[src/rtl/mmr_reg_bank_if.sv]
// ============================================================================
// Module      : axi3_if
// Description : AXI3 bus bundle (AW, W, B, AR, R) for the memory-mapped
//               register bank. The master modport is used by whoever issues
//               transactions; the slave modport is used by the register bank.
//   Parameters: DATA_W - data width, ID_W - transaction ID width.
//   Signals   : full AXI3 channel set incl. id, len[3:0], size, burst,
//               wid, wstrb, last. Address is a fixed 32-bit byte address.
// Revision    : 1.0 - initial release
// ============================================================================
`default_nettype none

interface axi3_if #(
    parameter int DATA_W = 32,
    parameter int ID_W   = 12
);
    // Write address channel
    logic [ID_W-1:0]     awid;
    logic [31:0]         awaddr;
    logic [3:0]          awlen;
    logic [2:0]          awsize;
    logic [1:0]          awburst;
    logic                awvalid;
    logic                awready;
    // Write data channel
    logic [ID_W-1:0]     wid;
    logic [DATA_W-1:0]   wdata;
    logic [DATA_W/8-1:0] wstrb;
    logic                wlast;
    logic                wvalid;
    logic                wready;
    // Write response channel
    logic [ID_W-1:0]     bid;
    logic [1:0]          bresp;
    logic                bvalid;
    logic                bready;
    // Read address channel
    logic [ID_W-1:0]     arid;
    logic [31:0]         araddr;
    logic [3:0]          arlen;
    logic [2:0]          arsize;
    logic [1:0]          arburst;
    logic                arvalid;
    logic                arready;
    // Read data channel
    logic [ID_W-1:0]     rid;
    logic [DATA_W-1:0]   rdata;
    logic [1:0]          rresp;
    logic                rlast;
    logic                rvalid;
    logic                rready;

    modport master (
        output awid, awaddr, awlen, awsize, awburst, awvalid,
        input  awready,
        output wid, wdata, wstrb, wlast, wvalid,
        input  wready,
        input  bid, bresp, bvalid,
        output bready,
        output arid, araddr, arlen, arsize, arburst, arvalid,
        input  arready,
        input  rid, rdata, rresp, rlast, rvalid,
        output rready
    );

    modport slave (
        input  awid, awaddr, awlen, awsize, awburst, awvalid,
        output awready,
        input  wid, wdata, wstrb, wlast, wvalid,
        output wready,
        output bid, bresp, bvalid,
        input  bready,
        input  arid, araddr, arlen, arsize, arburst, arvalid,
        output arready,
        output rid, rdata, rresp, rlast, rvalid,
        input  rready
    );
endinterface

`default_nettype wire

[src/rtl/mmr_reg_bank.sv]
// ============================================================================
// Module      : mmr_reg_bank
// Description : AXI3 slave register bank. Word index addr[7:2] selects
//               RW control registers at 0..CTRL_COUNT-1 and RO status
//               registers at 32..32+STAT_COUNT-1; everything else is
//               unmapped and answers SLVERR. Independent write and read
//               state machines run concurrently.
//   clk      in   block clock
//   rst      in   synchronous active-high reset
//   mmr      slave AXI3 bus (axi3_if.slave)
//   ctrl     out  control register contents
//   ctrl_wr  out  one-cycle pulse per control register written
//   stat     in   status values, sampled when a read beat is registered
//   stat_rd  out  one-cycle pulse per status register read
// Revision    : 1.0 - initial release
// ============================================================================
`default_nettype none

module mmr_reg_bank #(
    parameter int DATA_W     = 32,
    parameter int ID_W       = 12,
    parameter int CTRL_COUNT = 8,
    parameter int STAT_COUNT = 8
) (
    input  wire logic                                clk,
    input  wire logic                                rst,
    axi3_if.slave                                    mmr,
    output logic [CTRL_COUNT-1:0][DATA_W-1:0]        ctrl,
    output logic [CTRL_COUNT-1:0]                    ctrl_wr,
    input  wire logic [STAT_COUNT-1:0][DATA_W-1:0]   stat,
    output logic [STAT_COUNT-1:0]                    stat_rd
);

    localparam int STRB_W = DATA_W / 8;

    localparam logic [1:0] W_IDLE = 2'd0;
    localparam logic [1:0] W_DATA = 2'd1;
    localparam logic [1:0] W_RESP = 2'd2;

    localparam logic [0:0] R_IDLE = 1'b0;
    localparam logic [0:0] R_DATA = 1'b1;

    localparam logic [1:0] C_BURST_FIXED = 2'b00;
    localparam logic [1:0] C_RESP_OKAY   = 2'b00;
    localparam logic [1:0] C_RESP_SLVERR = 2'b10;
    localparam logic [5:0] C_STAT_BASE   = 6'd32;

    // ------------------------------------------------------------------
    // Write-side state
    // ------------------------------------------------------------------
    logic [1:0]                       wr_state_q, wr_state_d;
    logic [5:0]                       wr_idx_q,   wr_idx_d;
    logic                             wr_fixed_q, wr_fixed_d;
    logic [ID_W-1:0]                  wr_id_q,    wr_id_d;
    logic                             wr_err_q,   wr_err_d;   // sticky SLVERR for the burst
    logic [CTRL_COUNT-1:0][DATA_W-1:0] ctrl_q,    ctrl_d;
    logic [CTRL_COUNT-1:0]            ctrl_wr_q,  ctrl_wr_d;

    // ------------------------------------------------------------------
    // Read-side state
    // ------------------------------------------------------------------
    logic [0:0]                       rd_state_q, rd_state_d;
    logic [5:0]                       rd_idx_q,   rd_idx_d;
    logic                             rd_fixed_q, rd_fixed_d;
    logic [ID_W-1:0]                  rd_id_q,    rd_id_d;
    logic [3:0]                       rd_len_q,   rd_len_d;
    logic [3:0]                       rd_beat_q,  rd_beat_d;
    logic [DATA_W-1:0]                rd_data_q,  rd_data_d;
    logic [1:0]                       rd_resp_q,  rd_resp_d;
    logic                             rd_last_q,  rd_last_d;
    logic [STAT_COUNT-1:0]            stat_rd_q,  stat_rd_d;

    logic                             w_aw_hs, w_w_hs, w_b_hs, w_ar_hs;
    logic                             w_wr_hit;
    logic [5:0]                       w_look_idx;
    logic [DATA_W-1:0]                w_look_data;
    logic [1:0]                       w_look_resp;
    logic [STAT_COUNT-1:0]            w_look_stat;
    logic                             w_unused;

    // ------------------------------------------------------------------
    // Bus outputs. Ready/valid are gated by rst so nothing is offered
    // while reset is held, even before the first clock edge.
    // ------------------------------------------------------------------
    assign mmr.awready = (wr_state_q == W_IDLE) && !rst;
    assign mmr.wready  = (wr_state_q == W_DATA) && !rst;
    assign mmr.bvalid  = (wr_state_q == W_RESP) && !rst;
    assign mmr.bid     = wr_id_q;
    assign mmr.bresp   = wr_err_q ? C_RESP_SLVERR : C_RESP_OKAY;

    assign mmr.arready = (rd_state_q == R_IDLE) && !rst;
    assign mmr.rvalid  = (rd_state_q == R_DATA) && !rst;
    assign mmr.rid     = rd_id_q;
    assign mmr.rdata   = rd_data_q;
    assign mmr.rresp   = rd_resp_q;
    assign mmr.rlast   = rd_last_q;

    assign ctrl    = ctrl_q;
    assign ctrl_wr = ctrl_wr_q;
    assign stat_rd = stat_rd_q;

    assign w_aw_hs = mmr.awvalid && mmr.awready;
    assign w_w_hs  = mmr.wvalid  && mmr.wready;
    assign w_b_hs  = mmr.bvalid  && mmr.bready;
    assign w_ar_hs = mmr.arvalid && mmr.arready;

    // Address bits outside the word index, lengths of write bursts (wlast
    // terminates), sizes and wid are intentionally ignored.
    assign w_unused = ^{mmr.awaddr[31:8], mmr.awaddr[1:0], mmr.awlen, mmr.awsize,
                        mmr.wid, mmr.araddr[31:8], mmr.araddr[1:0], mmr.arsize};

    // ------------------------------------------------------------------
    // Write state machine
    // ------------------------------------------------------------------
    always_comb begin
        wr_state_d = wr_state_q;
        wr_idx_d   = wr_idx_q;
        wr_fixed_d = wr_fixed_q;
        wr_id_d    = wr_id_q;
        wr_err_d   = wr_err_q;
        ctrl_d     = ctrl_q;
        ctrl_wr_d  = '0;
        w_wr_hit   = 1'b0;

        case (wr_state_q)
            W_IDLE: begin
                if (w_aw_hs) begin
                    wr_id_d    = mmr.awid;
                    wr_idx_d   = mmr.awaddr[7:2];
                    wr_fixed_d = (mmr.awburst == C_BURST_FIXED);
                    wr_err_d   = 1'b0;
                    wr_state_d = W_DATA;
                end
            end
            W_DATA: begin
                if (w_w_hs) begin
                    for (int i = 0; i < CTRL_COUNT; i++) begin
                        if (wr_idx_q == 6'(i)) begin
                            w_wr_hit     = 1'b1;
                            ctrl_wr_d[i] = 1'b1;
                            for (int b = 0; b < STRB_W; b++) begin
                                if (mmr.wstrb[b]) begin
                                    ctrl_d[i][8*b +: 8] = mmr.wdata[8*b +: 8];
                                end
                            end
                        end
                    end
                    // Status and unmapped beats are dropped but poison the burst.
                    if (!w_wr_hit) begin
                        wr_err_d = 1'b1;
                    end
                    // WRAP is handled as INCR; 6-bit index wraps 63 -> 0.
                    if (!wr_fixed_q) begin
                        wr_idx_d = wr_idx_q + 6'd1;
                    end
                    if (mmr.wlast) begin
                        wr_state_d = W_RESP;
                    end
                end
            end
            W_RESP: begin
                if (w_b_hs) begin
                    wr_err_d   = 1'b0;
                    wr_state_d = W_IDLE;
                end
            end
            default: begin
                wr_state_d = W_IDLE;
            end
        endcase
    end

    // ------------------------------------------------------------------
    // Read lookup: index of the beat about to be registered. In R_IDLE it
    // comes straight from araddr, in R_DATA it is the next burst index.
    // Reads use ctrl_q, so a same-cycle write is not yet visible.
    // ------------------------------------------------------------------
    assign w_look_idx = (rd_state_q == R_IDLE) ? mmr.araddr[7:2]
                      : (rd_fixed_q ? rd_idx_q : rd_idx_q + 6'd1);

    always_comb begin
        w_look_data = '0;
        w_look_resp = C_RESP_SLVERR;
        w_look_stat = '0;
        for (int i = 0; i < CTRL_COUNT; i++) begin
            if (w_look_idx == 6'(i)) begin
                w_look_data = ctrl_q[i];
                w_look_resp = C_RESP_OKAY;
            end
        end
        for (int j = 0; j < STAT_COUNT; j++) begin
            if (w_look_idx == (C_STAT_BASE + 6'(j))) begin
                w_look_data    = stat[j];
                w_look_resp    = C_RESP_OKAY;
                w_look_stat[j] = 1'b1;
            end
        end
    end

    // ------------------------------------------------------------------
    // Read state machine
    // ------------------------------------------------------------------
    always_comb begin
        rd_state_d = rd_state_q;
        rd_idx_d   = rd_idx_q;
        rd_fixed_d = rd_fixed_q;
        rd_id_d    = rd_id_q;
        rd_len_d   = rd_len_q;
        rd_beat_d  = rd_beat_q;
        rd_data_d  = rd_data_q;
        rd_resp_d  = rd_resp_q;
        rd_last_d  = rd_last_q;
        stat_rd_d  = '0;

        case (rd_state_q)
            R_IDLE: begin
                if (w_ar_hs) begin
                    rd_id_d    = mmr.arid;
                    rd_len_d   = mmr.arlen;
                    rd_fixed_d = (mmr.arburst == C_BURST_FIXED);
                    rd_idx_d   = w_look_idx;
                    rd_beat_d  = 4'd0;
                    rd_data_d  = w_look_data;
                    rd_resp_d  = w_look_resp;
                    stat_rd_d  = w_look_stat;
                    rd_last_d  = (mmr.arlen == 4'd0);
                    rd_state_d = R_DATA;
                end
            end
            R_DATA: begin
                // Nothing changes until rready; this holds the beat stable.
                if (mmr.rready) begin
                    if (rd_last_q) begin
                        rd_last_d  = 1'b0;
                        rd_state_d = R_IDLE;
                    end else begin
                        rd_idx_d  = w_look_idx;
                        rd_beat_d = rd_beat_q + 4'd1;
                        rd_data_d = w_look_data;
                        rd_resp_d = w_look_resp;
                        stat_rd_d = w_look_stat;
                        rd_last_d = ((rd_beat_q + 4'd1) == rd_len_q);
                    end
                end
            end
            default: begin
                rd_state_d = R_IDLE;
            end
        endcase
    end

    // ------------------------------------------------------------------
    // Registers
    // ------------------------------------------------------------------
    always_ff @(posedge clk) begin
        if (rst) begin
            wr_state_q <= W_IDLE;
            wr_idx_q   <= '0;
            wr_fixed_q <= 1'b0;
            wr_id_q    <= '0;
            wr_err_q   <= 1'b0;
            ctrl_q     <= '0;
            ctrl_wr_q  <= '0;
            rd_state_q <= R_IDLE;
            rd_idx_q   <= '0;
            rd_fixed_q <= 1'b0;
            rd_id_q    <= '0;
            rd_len_q   <= '0;
            rd_beat_q  <= '0;
            rd_data_q  <= '0;
            rd_resp_q  <= C_RESP_OKAY;
            rd_last_q  <= 1'b0;
            stat_rd_q  <= '0;
        end else begin
            wr_state_q <= wr_state_d;
            wr_idx_q   <= wr_idx_d;
            wr_fixed_q <= wr_fixed_d;
            wr_id_q    <= wr_id_d;
            wr_err_q   <= wr_err_d;
            ctrl_q     <= ctrl_d;
            ctrl_wr_q  <= ctrl_wr_d;
            rd_state_q <= rd_state_d;
            rd_idx_q   <= rd_idx_d;
            rd_fixed_q <= rd_fixed_d;
            rd_id_q    <= rd_id_d;
            rd_len_q   <= rd_len_d;
            rd_beat_q  <= rd_beat_d;
            rd_data_q  <= rd_data_d;
            rd_resp_q  <= rd_resp_d;
            rd_last_q  <= rd_last_d;
            stat_rd_q  <= stat_rd_d;
        end
    end

endmodule

`default_nettype wire

[src/flat_wrapper.sv]
// flat-port wrapper written by rule: the top's interface ports become plain ports
module mmr_reg_bank_flat 
#(
    parameter int DATA_W     = 32,
    parameter int ID_W       = 12,
    parameter int CTRL_COUNT = 8,
    parameter int STAT_COUNT = 8
)
  (clk, rst, ctrl, ctrl_wr, stat, stat_rd, mmr_awid, mmr_awaddr, mmr_awlen, mmr_awsize, mmr_awburst, mmr_awvalid, mmr_awready, mmr_wid, mmr_wdata, mmr_wstrb, mmr_wlast, mmr_wvalid, mmr_wready, mmr_bid, mmr_bresp, mmr_bvalid, mmr_bready, mmr_arid, mmr_araddr, mmr_arlen, mmr_arsize, mmr_arburst, mmr_arvalid, mmr_arready, mmr_rid, mmr_rdata, mmr_rresp, mmr_rlast, mmr_rvalid, mmr_rready);
  axi3_if #(.DATA_W(DATA_W), .ID_W(ID_W)) mmr_i ();
  input  wire logic clk;
  input  wire logic rst;
  output logic [CTRL_COUNT-1:0][DATA_W-1:0] ctrl;
  output logic [CTRL_COUNT-1:0] ctrl_wr;
  input  wire logic [STAT_COUNT-1:0][DATA_W-1:0] stat;
  output logic [STAT_COUNT-1:0] stat_rd;
  input wire logic [$bits(mmr_i.awid)-1:0] mmr_awid;
  input wire logic [$bits(mmr_i.awaddr)-1:0] mmr_awaddr;
  input wire logic [$bits(mmr_i.awlen)-1:0] mmr_awlen;
  input wire logic [$bits(mmr_i.awsize)-1:0] mmr_awsize;
  input wire logic [$bits(mmr_i.awburst)-1:0] mmr_awburst;
  input wire logic [$bits(mmr_i.awvalid)-1:0] mmr_awvalid;
  output wire logic [$bits(mmr_i.awready)-1:0] mmr_awready;
  input wire logic [$bits(mmr_i.wid)-1:0] mmr_wid;
  input wire logic [$bits(mmr_i.wdata)-1:0] mmr_wdata;
  input wire logic [$bits(mmr_i.wstrb)-1:0] mmr_wstrb;
  input wire logic [$bits(mmr_i.wlast)-1:0] mmr_wlast;
  input wire logic [$bits(mmr_i.wvalid)-1:0] mmr_wvalid;
  output wire logic [$bits(mmr_i.wready)-1:0] mmr_wready;
  output wire logic [$bits(mmr_i.bid)-1:0] mmr_bid;
  output wire logic [$bits(mmr_i.bresp)-1:0] mmr_bresp;
  output wire logic [$bits(mmr_i.bvalid)-1:0] mmr_bvalid;
  input wire logic [$bits(mmr_i.bready)-1:0] mmr_bready;
  input wire logic [$bits(mmr_i.arid)-1:0] mmr_arid;
  input wire logic [$bits(mmr_i.araddr)-1:0] mmr_araddr;
  input wire logic [$bits(mmr_i.arlen)-1:0] mmr_arlen;
  input wire logic [$bits(mmr_i.arsize)-1:0] mmr_arsize;
  input wire logic [$bits(mmr_i.arburst)-1:0] mmr_arburst;
  input wire logic [$bits(mmr_i.arvalid)-1:0] mmr_arvalid;
  output wire logic [$bits(mmr_i.arready)-1:0] mmr_arready;
  output wire logic [$bits(mmr_i.rid)-1:0] mmr_rid;
  output wire logic [$bits(mmr_i.rdata)-1:0] mmr_rdata;
  output wire logic [$bits(mmr_i.rresp)-1:0] mmr_rresp;
  output wire logic [$bits(mmr_i.rlast)-1:0] mmr_rlast;
  output wire logic [$bits(mmr_i.rvalid)-1:0] mmr_rvalid;
  input wire logic [$bits(mmr_i.rready)-1:0] mmr_rready;
  assign mmr_i.awid = mmr_awid;
  assign mmr_i.awaddr = mmr_awaddr;
  assign mmr_i.awlen = mmr_awlen;
  assign mmr_i.awsize = mmr_awsize;
  assign mmr_i.awburst = mmr_awburst;
  assign mmr_i.awvalid = mmr_awvalid;
  assign mmr_awready = mmr_i.awready;
  assign mmr_i.wid = mmr_wid;
  assign mmr_i.wdata = mmr_wdata;
  assign mmr_i.wstrb = mmr_wstrb;
  assign mmr_i.wlast = mmr_wlast;
  assign mmr_i.wvalid = mmr_wvalid;
  assign mmr_wready = mmr_i.wready;
  assign mmr_bid = mmr_i.bid;
  assign mmr_bresp = mmr_i.bresp;
  assign mmr_bvalid = mmr_i.bvalid;
  assign mmr_i.bready = mmr_bready;
  assign mmr_i.arid = mmr_arid;
  assign mmr_i.araddr = mmr_araddr;
  assign mmr_i.arlen = mmr_arlen;
  assign mmr_i.arsize = mmr_arsize;
  assign mmr_i.arburst = mmr_arburst;
  assign mmr_i.arvalid = mmr_arvalid;
  assign mmr_arready = mmr_i.arready;
  assign mmr_rid = mmr_i.rid;
  assign mmr_rdata = mmr_i.rdata;
  assign mmr_rresp = mmr_i.rresp;
  assign mmr_rlast = mmr_i.rlast;
  assign mmr_rvalid = mmr_i.rvalid;
  assign mmr_i.rready = mmr_rready;
  mmr_reg_bank #(.DATA_W(DATA_W), .ID_W(ID_W), .CTRL_COUNT(CTRL_COUNT), .STAT_COUNT(STAT_COUNT)) u_core (.clk(clk), .rst(rst), .mmr(mmr_i), .ctrl(ctrl), .ctrl_wr(ctrl_wr), .stat(stat), .stat_rd(stat_rd));
endmodule
[config.mk]
export PLATFORM = sky130hd
export DESIGN_NAME = mmr_reg_bank_flat
export DESIGN_NICKNAME = d
export VERILOG_FILES = /design/src/rtl/mmr_reg_bank_if.sv /design/src/rtl/mmr_reg_bank.sv /design/src/flat_wrapper.sv
export SDC_FILE = /design/constraint.sdc
export NUM_CORES = 1
export LEC_CHECK = 0
export CORE_AREA = 2 2 293 295
export DETAILED_ROUTE_END_ITERATION = 8
export DIE_AREA = 0 0 295 297
export PLACE_DENSITY_LB_ADDON = 0.05
export SLEW_MARGIN = 20
export SYNTH_ARGS = -nofsm -noshare
export SYNTH_HDL_FRONTEND = slang
export SYNTH_SLANG_ARGS = --single-unit
[constraint.sdc]
create_clock -name clk -period 4.25 [get_ports clk]
set_input_delay 0.425 -clock clk [delete_from_list [all_inputs] [get_ports clk]]
set_output_delay 0.425 -clock clk [all_outputs]
set_load 0.03 [all_outputs]
==> results of run 1 <==
## cells by family (layout without fill, tap and decap cells)
group / after synthesis / after routing / share of synthesized area, %
xor gates and xnor gates: 7 / 7 / 0.336
and+or+nand+nor: 1018 / 1018 / 25.1
DFF: 356 / 356 / 39.1
AOI/OAI and AO/OA: 814 / 814 / 28.4
other: 1 / 17 / 0.0206
buffers and inverters: 253 / 889 / 5.96
adders and majority gates: 6 / 6 / 0.411
muxes: 13 / 13 / 0.754
## path summary, 6_finish.rpt
kind	startpoint	end	slack, ns	depth (start not counted)
worst max-delay path	u_core.rd_fixed_q$_SDFFE_PP0P_	u_core.mmr.rdata[16]$_SDFFE_PP0P_	0.38	8
worst min register to register	u_core.mmr.bid[3]$_SDFFE_PP0P_	u_core.mmr.bid[3]$_SDFFE_PP0P_	0.46	2
worst min-delay path	rst	u_core.rd_fixed_q$_SDFFE_PP0P_	0.14	2
worst max register to register	u_core.rd_fixed_q$_SDFFE_PP0P_	u_core.mmr.rdata[16]$_SDFFE_PP0P_	0.38	8
## layout by cell type (no fill, tap or decap), drive strengths merged, types with 31 or more instances in the layout
cell type,instances
clkdlybuf4s50,674
nand2,439
a21oi,360
dfxtp,356
nand3,293
nor2,131
buf,120
o21ai,113
nor3,87
clkbuf,74
o22ai,51
a211oi,38
a221oi,31
## registers in the layout, indices dropped and copies added (netlist names), 6 cells and up
name and count:
u_core.mmr.bid 12, u_core.ctrl_wr 8, u_core.mmr.rid 12, u_core.stat_rd 8, u_core.rd_idx_q 6, u_core.mmr.rdata 32
u_core.ctrl 256, u_core.wr_idx_q 6
## power by group
part | switching, mW | internal (mW) | total (mW)
Clock | 1.74 | 2.43 | 4.17
Combinational | 1.23 | 0.724 | 1.95
Sequential | 0.0572 | 3.41 | 3.47
## layout make-up
class,count,area [um2],share of cell area (%)
inverter,11,41.3,0.147
sequential,356,7130,25.3
clock inverter,10,111,0.396
timing repair buffer,794,7730,27.5
clock buffer,74,1470,5.22
antenna,15,37.5,0.133
multi-input combinational,1860,10200,36.2
tap,1144,1430,5.09
## per-stage QoR
| stage | worst slack (ns) | instances | hold slack, ns | cell area, um2 |
|---|---|---|---|---|
| 6_report | 0.378 | 4264 | 0.143 | 28100 |
| 5_1_grt | 0.218 | 4260 | 0.120 | 28100 |
| 4_1_cts | 0.525 | 4249 | 0.102 | 28100 |
| 3_5_place_dp | 0.365 | 4165 | 0.451 | 26500 |
| 3_3_place_gp | 0.289 | 4165 | 0.442 | 26500 |
| 2_1_floorplan | 1.56 | 2469 | 0.446 | 18200 |
## layer usage
layer | part of all wire, % | wire length, um | vias up
li1 | - | - | 10232
met1 | 43 | 55600 | 11050
met4 | 2.7 | 3420 | 14
met3 | 8.9 | 11500 | 154
met2 | 45 | 58000 | 1052
met5 | 0.065 | 83 | -
## worst max-delay path, delay by kind of cell, from the launching register on
| kind | cells | cell delay, ns |
|---|---|---|
| DFF | 1 | 0.41 |
| xor gates and xnor gates | 1 | 0.44 |
| buffers and inverters | 1 | 0.24 |
| AOI/OAI and AO/OA | 3 | 1.35 |
| and+or+nand+nor | 3 | 1.32 |
==> impl_metrics.env, run 1 <==
export IMPL_synth_edf_count=0
export IMPL_crit_chain="xnor2_1, a21bo_2, nor4_2, or3_1, buf_12, nor3_1, o21ai_1, a311oi_1"
export IMPL_die_area_um2=87600
export IMPL_io_buffers=679
export IMPL_drt_pass1_iterations=8
export IMPL_drc_errors=0
export IMPL_syn_avg_cell_area_um2=7.39
export IMPL_slowest_stage="a21bo_2"
export IMPL_synth_area_leader_cell="dfxtp_1"
export IMPL_max_vdd_ir_drop_mv=0.273
export IMPL_fin_crit_ns=3.87
export IMPL_ant_nets=0
export IMPL_die_w_um=295
export IMPL_syn_inst=2468
export IMPL_grt_pass1_wl_um=175000
export IMPL_report_final_slew_viol_count=0
export IMPL_syn_area_um2=18200
export IMPL_synth_top_area_share_pct=39.1
export IMPL_use_met1_pct=36.9
export IMPL_initial_core_util_pct=21.6
export IMPL_gr_total_overflow=0
export IMPL_total_power_mw=9.59
export IMPL_ctsResizeCount=0
export IMPL_synth_warnings=0
export IMPL_seq_area_frac_synth_pct=39.1
export IMPL_utilization_pct=33.3
export IMPL_dr_total_vias=22502
export IMPL_place_gp_congestion=0.878
export IMPL_grt_met3_usage_pct=8.07
export IMPL_synth_area_leaders="dfxtp_1, a21oi_1, nand2_1"
export IMPL_finalHoldViolCount=0
export IMPL_cts_buffers=47
export IMPL_synthArstFlopShare_pct=0
export IMPL_power_density_nw_per_um2=341
export IMPL_synth_common_cells="nand2_1, a21oi_1, dfxtp_1, nand3_1, clkbuf_1"
export IMPL_rsz0062_at_grt="no"
export IMPL_io_pins=756
export IMPL_cts_tree="yes"
export IMPL_dp_hpwl_um=101000
export IMPL_synthFlopType="dfxtp_1"
export IMPL_drive_gt1_share_pct=7.89
export IMPL_root_buffer="clkbuf_16"
export IMPL_fmax_mhz=258
export IMPL_fill_cells=8956
export IMPL_clock_sinks=356
export IMPL_fin_skew_ns=0.0327
export IMPL_clkSlewWorstSetupHoldPaths_ns=0.06
export IMPL_grt_start_max_net_pins=87
export IMPL_clock_latency_ns=0.63
export IMPL_drt_initial_drc_count=2285
export IMPL_grt_met2_usage_pct=44.1
export IMPL_drv_cap=0
export IMPL_synth_most_common_cell="nand2_1"
export IMPL_htreeDepth=2
export IMPL_hold_path_class="in -> reg"
export IMPL_wl_um=129000
export IMPL_tns_ns=0
export IMPL_wl_per_cell_um=30.1
export IMPL_crit_fanout=17
export IMPL_outcome="completed"
export IMPL_top_usage_layer="met2"
export IMPL_fin_nets=3494
export IMPL_worst_pin_slew_ns=1.08
export IMPL_slew_headroom_pct=28.0
export IMPL_vias_per_cell=5.28
export IMPL_cts_setup_buffers=0
export IMPL_gr_usage_all_layers_pct=28.1
export IMPL_required_ns=4.76
export IMPL_finalCritPeriodShare_pct=91.1
export IMPL_finalSetupViolCount=0
export IMPL_leakage_nw=9.13
export IMPL_crit_path_end_kind="register"
export IMPL_antenna_found_initial=31
export IMPL_crit_arrival_ns=4.38
export IMPL_crit_type="reg -> reg"
export IMPL_die_h_um=297
export IMPL_syn_to_final_growth_pct=54.2
export IMPL_grt_pass1_vias=21649
export IMPL_ys_ff_latch=356
export IMPL_fp_row_count=107
export IMPL_fp_coreArea_um2=84500
export IMPL_cts_buffer_depth=3
export IMPL_slowest_delay_ns=0.66
export IMPL_hold_buffers=0
export IMPL_startpoint_type="register"
export IMPL_synth_cell_type_count=85
Note: power is estimated with default switching activity, not from simulation.
==> run 2, diff against run 1 <==
SLEW_MARGIN = 15   (was 20)
clock period = 4.7 ns   (was 4.25 ns; I/O delays follow)
==> impl_metrics.env, run 2 (synthesis gave the netlist of run 1 again) <==
export IMPL_outcome="completed"
export IMPL_fin_nets=3465
export IMPL_leakage_nw=9.04
export IMPL_final_cell_mix="clkdlybuf4s50_1, nand2_1, a21oi_1"
export IMPL_tns_ns=0
export IMPL_dpl_instance_area_um2=26300
export IMPL_startpoint_type="register"
export IMPL_gr_total_overflow=0
export IMPL_design_area_um2=28000
export IMPL_drive_gt1_share_pct=7.02
export IMPL_die_area_um2=87600
export IMPL_power_density_nw_per_um2=318
export IMPL_r2r_start="u_core.rd_idx_q[1]$_SDFFE_PP0P_"
export IMPL_crit_arrival_ns=4.45
export IMPL_rsz0062_at_grt="no"
export IMPL_wl_per_cell_um=30.3
export IMPL_report_final_slew_viol_count=0
export IMPL_required_ns=5.19
export IMPL_crit_type="reg -> reg"
export IMPL_dr_total_vias=22416
export IMPL_finalCritPeriodShare_pct=84.2
export IMPL_fin_cells=4228
export IMPL_syn_to_final_growth_pct=53.6
export IMPL_io_buffers=679
export IMPL_ctsResizeCount=0
export IMPL_cts_tree="yes"
export IMPL_initial_core_util_pct=21.6
export IMPL_largest_reg_flops=256
export IMPL_dp_cells=4136
export IMPL_wl_um=128000
export IMPL_ant_nets=0
export IMPL_htreeDepth=2
export IMPL_fill_cells=8954
export IMPL_min_to="u_core.ctrl[50]$_SDFFE_PP0P_"
export IMPL_hold_path_class="in -> reg"
export IMPL_utilization_pct=33.2
export IMPL_cts_buffers=47
export IMPL_drt_pass1_iterations=6
export IMPL_hp_start="mmr_wstrb[2]"
export IMPL_root_buffer="clkbuf_16"
export IMPL_whs_path_depth=3
export IMPL_gr_usage_all_layers_pct=28.0
export IMPL_grt_start_max_net_pins=202
export IMPL_slew_headroom_pct=15.8
export IMPL_vias_per_cell=5.30
export IMPL_die_w_um=295
export IMPL_fp_coreArea_um2=84500
export IMPL_finalHoldViolCount=0
export IMPL_place_gp_congestion=0.872
export IMPL_reg2reg_setup_slack_ns=0.74
export IMPL_clock_latency_ns=0.60
export IMPL_fmax_mhz=253
export IMPL_hold_buffers=0
export IMPL_finalSetupViolCount=0
export IMPL_r2r_end="u_core.mmr.rdata[16]$_SDFFE_PP0P_"
export IMPL_clkSlewWorstSetupHoldPaths_ns=0.06
export IMPL_layout_commonest_cell="clkdlybuf4s50_1"
export IMPL_drt_initial_drc_count=2108
export IMPL_cts_buffer_depth=3
export IMPL_grt_pass1_vias=21364
export IMPL_r2r_cells=11
export IMPL_fin_skew_ns=0.0257
export IMPL_crit_fanout=21
export IMPL_dp_hpwl_um=99300
export IMPL_grt_pass1_wl_um=175000
export IMPL_crit_path_end_kind="register"
export IMPL_fin_crit_ns=3.96
export IMPL_worst_pin_slew_ns=1.26
export IMPL_die_h_um=297
export IMPL_max_vdd_ir_drop_mv=0.238
export IMPL_clock_sinks=356
export IMPL_antenna_found_initial=19
export IMPL_io_pins=756
export IMPL_drv_cap=0
export IMPL_hold_slack_ns=0.212
export IMPL_drc_errors=0
export IMPL_cts_setup_buffers=0
export IMPL_fp_row_count=107
==> run 2: cell count changes in the layout (fill, tap and decap cells not counted), moves of 7 or more <==
cell / before / now
buf_4: 108 / 78
bufinv_16: 1 / 8
clkbuf_8: 19 / 9
diode_2: 15 / 8
==> run 2: metal layers <==
metal | track usage, % | vias up | routed length [um]
met5 | 0 | - | 119
met4 | 8.05 | 16 | 3410
met3 | 8.46 | 144 | 12300
met2 | 43.7 | 1063 | 57400
li1 | - | 10191 | -
met1 | 37.0 | 11002 | 54900
==> run 2: how the worst max path moves through the flow <==
stage / from / end / depth (start not counted)
after floorplan: u_core.rd_idx_q[0]$_SDFFE_PP0P_ / u_core.mmr.rdata[26]$_SDFFE_PP0P_ / 10
after global placement: mmr_araddr[7] / u_core.mmr.rdata[10]$_SDFFE_PP0P_ / 11
after detailed placement: mmr_araddr[6] / u_core.mmr.rdata[10]$_SDFFE_PP0P_ / 11
after CTS: u_core.rd_state_q$_SDFF_PP0_ / u_core.mmr.rdata[10]$_SDFFE_PP0P_ / 12
after global routing: u_core.rd_state_q$_SDFF_PP0_ / u_core.mmr.rdata[19]$_SDFFE_PP0P_ / 11
final: u_core.rd_idx_q[1]$_SDFFE_PP0P_ / u_core.mmr.rdata[16]$_SDFFE_PP0P_ / 11
==> run 2: area by class of cell <==
class	instances	area (um2)	area share [%]
multi-input combinational	1860	10200	36.3
timing repair buffer	765	7530	26.9
sequential	356	7130	25.4
tap	1144	1430	5.11
clock buffer	66	1360	4.85
clock inverter	18	339	1.21
inverter	11	41.3	0.147
antenna	8	20.0	0.0714
==> run 2: worst max-delay path, cell delays in order, from the launching register on <==
cell	delay [ns]
dfxtp_1	0.41
ha_1	0.22
nor2b_1	0.23
o211a_1	0.52
buf_4	0.29
nor4_2	0.09
buf_4	0.20
or3_1	0.42
buf_12	0.18
nor3_1	0.65
o21ai_1	0.33
a311oi_1	0.28
==> run 2: through the flow <==
step / setup slack [ns] / total power [mW]
detailed placement: 0.687 / 4.92
floorplan: 2.01 / 3.98
global route: 0.584 / 9.21
global placement: 0.711 / 4.92
CTS: 0.854 / 8.99
finish: 0.744 / 8.90
==> run 2: power by group <==
| part | internal [mW] | leakage (nW) | switching, mW |
|---|---|---|---|
| clock | 2.46 | 0.831 | 1.56 |
| sequential | 3.08 | 2.88 | 0.0502 |
| combinational | 0.638 | 5.33 | 1.11 |
==> run 3, diff against run 2 <==
CORE_AREA = 2 2 294 296   (was 2 2 293 295)
DIE_AREA = 0 0 296 298   (was 0 0 295 297)
clock period = 3.7 ns   (was 4.7 ns; I/O delays follow)
==> impl_metrics.env, run 3 (synthesis gave the netlist of run 1 again) <==
export IMPL_cts_tree="yes"
export IMPL_finalHoldViolCount=0
export IMPL_grt_start_max_net_pins=93
export IMPL_fmax_mhz=279
export IMPL_clock_sinks=356
export IMPL_outcome="completed"
export IMPL_cts_buffer_depth=3
export IMPL_r2r_end="u_core.mmr.rdata[3]$_SDFFE_PP0P_"
export IMPL_max_vdd_ir_drop_mv=0.296
export IMPL_die_area_um2=88200
export IMPL_slowest_stage="nor4_2"
export IMPL_layout_commonest_cell="clkdlybuf4s50_1"
export IMPL_dp_hpwl_um=101000
export IMPL_antenna_found_initial=15
export IMPL_post_place_ws_ns=0.110
export IMPL_startpoint="u_core.rd_fixed_q$_SDFFE_PP0P_"
export IMPL_io_pins=756
export IMPL_wl_um=128000
export IMPL_required_ns=4.20
export IMPL_drc_errors=0
export IMPL_fin_skew_ns=0.0206
export IMPL_die_w_um=296
export IMPL_reg2reg_setup_slack_ns=0.12
export IMPL_crit_arrival_ns=4.08
export IMPL_slowest_delay_ns=0.78
export IMPL_io_buffers=679
export IMPL_cts_buffers=49
export IMPL_fp_coreArea_um2=84900
export IMPL_min_to="u_core.wr_state_q[1]$_SDFFE_PP0P_"
export IMPL_die_h_um=298
export IMPL_rsz0062_at_grt="no"
export IMPL_initial_core_util_pct=21.5
export IMPL_clkSlewWorstSetupHoldPaths_ns=0.06
export IMPL_tns_ns=0
export IMPL_startpoint_type="register"
export IMPL_root_buffer="clkbuf_16"
export IMPL_syn_to_final_growth_pct=56.5
export IMPL_vias_per_cell=5.27
export IMPL_grt_pass1_wl_um=174000
export IMPL_r2r_start="u_core.rd_fixed_q$_SDFFE_PP0P_"
export IMPL_gr_usage_all_layers_pct=27.6
export IMPL_worst_pin_slew_ns=1.14
export IMPL_hp_start="rst"
export IMPL_crit_fanout=9
export IMPL_finalCritPeriodShare_pct=96.8
export IMPL_ant_nets=0
export IMPL_clock_latency_ns=0.62
export IMPL_drv_cap=0
export IMPL_crit_chain="and4b_1, mux2_4, nor4_2, buf_4, nor2_1, a31o_2, o21ai_1, a211oi_1, o31a_1"
export IMPL_grt_pass1_vias=21576
export IMPL_gr_total_overflow=0
export IMPL_hold_path_class="in -> reg"
export IMPL_fin_nets=3533
export IMPL_wl_per_cell_um=29.7
export IMPL_final_cell_mix="clkdlybuf4s50_1, nand2_1, a21oi_1"
export IMPL_largest_reg_flops=256
export IMPL_fp_row_count=107
export IMPL_setup_slack_ns=0.118
export IMPL_crit_type="reg -> reg"
export IMPL_r2r_cells=9
export IMPL_htreeDepth=2
export IMPL_place_gp_congestion=0.869
export IMPL_drt_pass1_iterations=7
export IMPL_slew_headroom_pct=23.9
export IMPL_report_final_slew_viol_count=0
export IMPL_power_density_nw_per_um2=390
export IMPL_drt_initial_drc_count=2332
export IMPL_leakage_nw=9.36
export IMPL_drive_gt1_share_pct=8.97
export IMPL_crit_path_end_kind="register"
export IMPL_finalSetupViolCount=0
export IMPL_dr_total_vias=22644
export IMPL_whs_path_depth=2
export IMPL_fin_crit_ns=3.58
-- run 3: worst max path at each step --
stage,slack (ns),endpoint
global placement,0.15,u_core.mmr.rdata[19]$_SDFFE_PP0P_
CTS,0.12,u_core.mmr.rdata[19]$_SDFFE_PP0P_
detailed placement,0.11,u_core.mmr.rdata[29]$_SDFFE_PP0P_
global route,0.008,u_core.mmr.rdata[5]$_SDFFE_PP0P_
floorplan,1.01,u_core.mmr.rdata[26]$_SDFFE_PP0P_
finish,0.12,u_core.mmr.rdata[3]$_SDFFE_PP0P_
-- run 3: routing by layer --
| layer | global-route usage (%) | share of wire [%] | wire [um] | up-vias |
|---|---|---|---|---|
| li1 | - | - | - | 10309 |
| met1 | 37.4 | 45 | 56900 | 11205 |
| met2 | 44.3 | 45 | 58000 | 987 |
| met3 | 6.30 | 8.0 | 10300 | 131 |
| met4 | 6.23 | 2.0 | 2510 | 12 |
| met5 | 0 | 0.060 | 76 | - |
-- run 3: area by class of cell --
class,instances,area (um2)
Antenna cell,7,17.5
Clock buffer,69,1390
Clock inverter,17,215
Fill cell,9144,56300
Inverter,11,41.3
Multi-Input combinational cell,1860,10200
Sequential cell,356,7130
Tap cell,1144,1430
Timing Repair Buffer,831,8140
-- run 3: worst max-delay path, delay by kind of cell (launching register included) --
| kind | cells | cell delay [ns] |
|---|---|---|
| compound gates | 4 | 1.03 |
| mux | 1 | 0.39 |
| buf+inv | 1 | 0.28 |
| simple gates | 3 | 1.23 |
| flops | 1 | 0.53 |
-- run 3: stage by stage --
stage	power (mW)	area [um2]	utilization, %	hold slack (ns)	std cells
finish	11.1	28500	33.6	0.0997	4295
floorplan	5.06	18200	-	0.446	2469
global route	11.5	28500	33.6	0.0963	4293
detailed placement	6.34	26900	31.7	0.446	4202
CTS	11.2	28500	33.6	0.0736	4288
global placement	6.33	26900	31.7	0.442	4202
-- run 3: power by group --
| part | internal, mW | switching (mW) |
|---|---|---|
| combinational | 0.887 | 1.42 |
| clock | 2.83 | 2.00 |
| sequential | 3.92 | 0.0701 |
| total | 7.64 | 3.49 |
-- run 3: timing repair --
item	CTS	global route
setup buffers	0	0
setup endpoints to repair	0	3
hold buffers	0	0
gates resized for setup	0	4
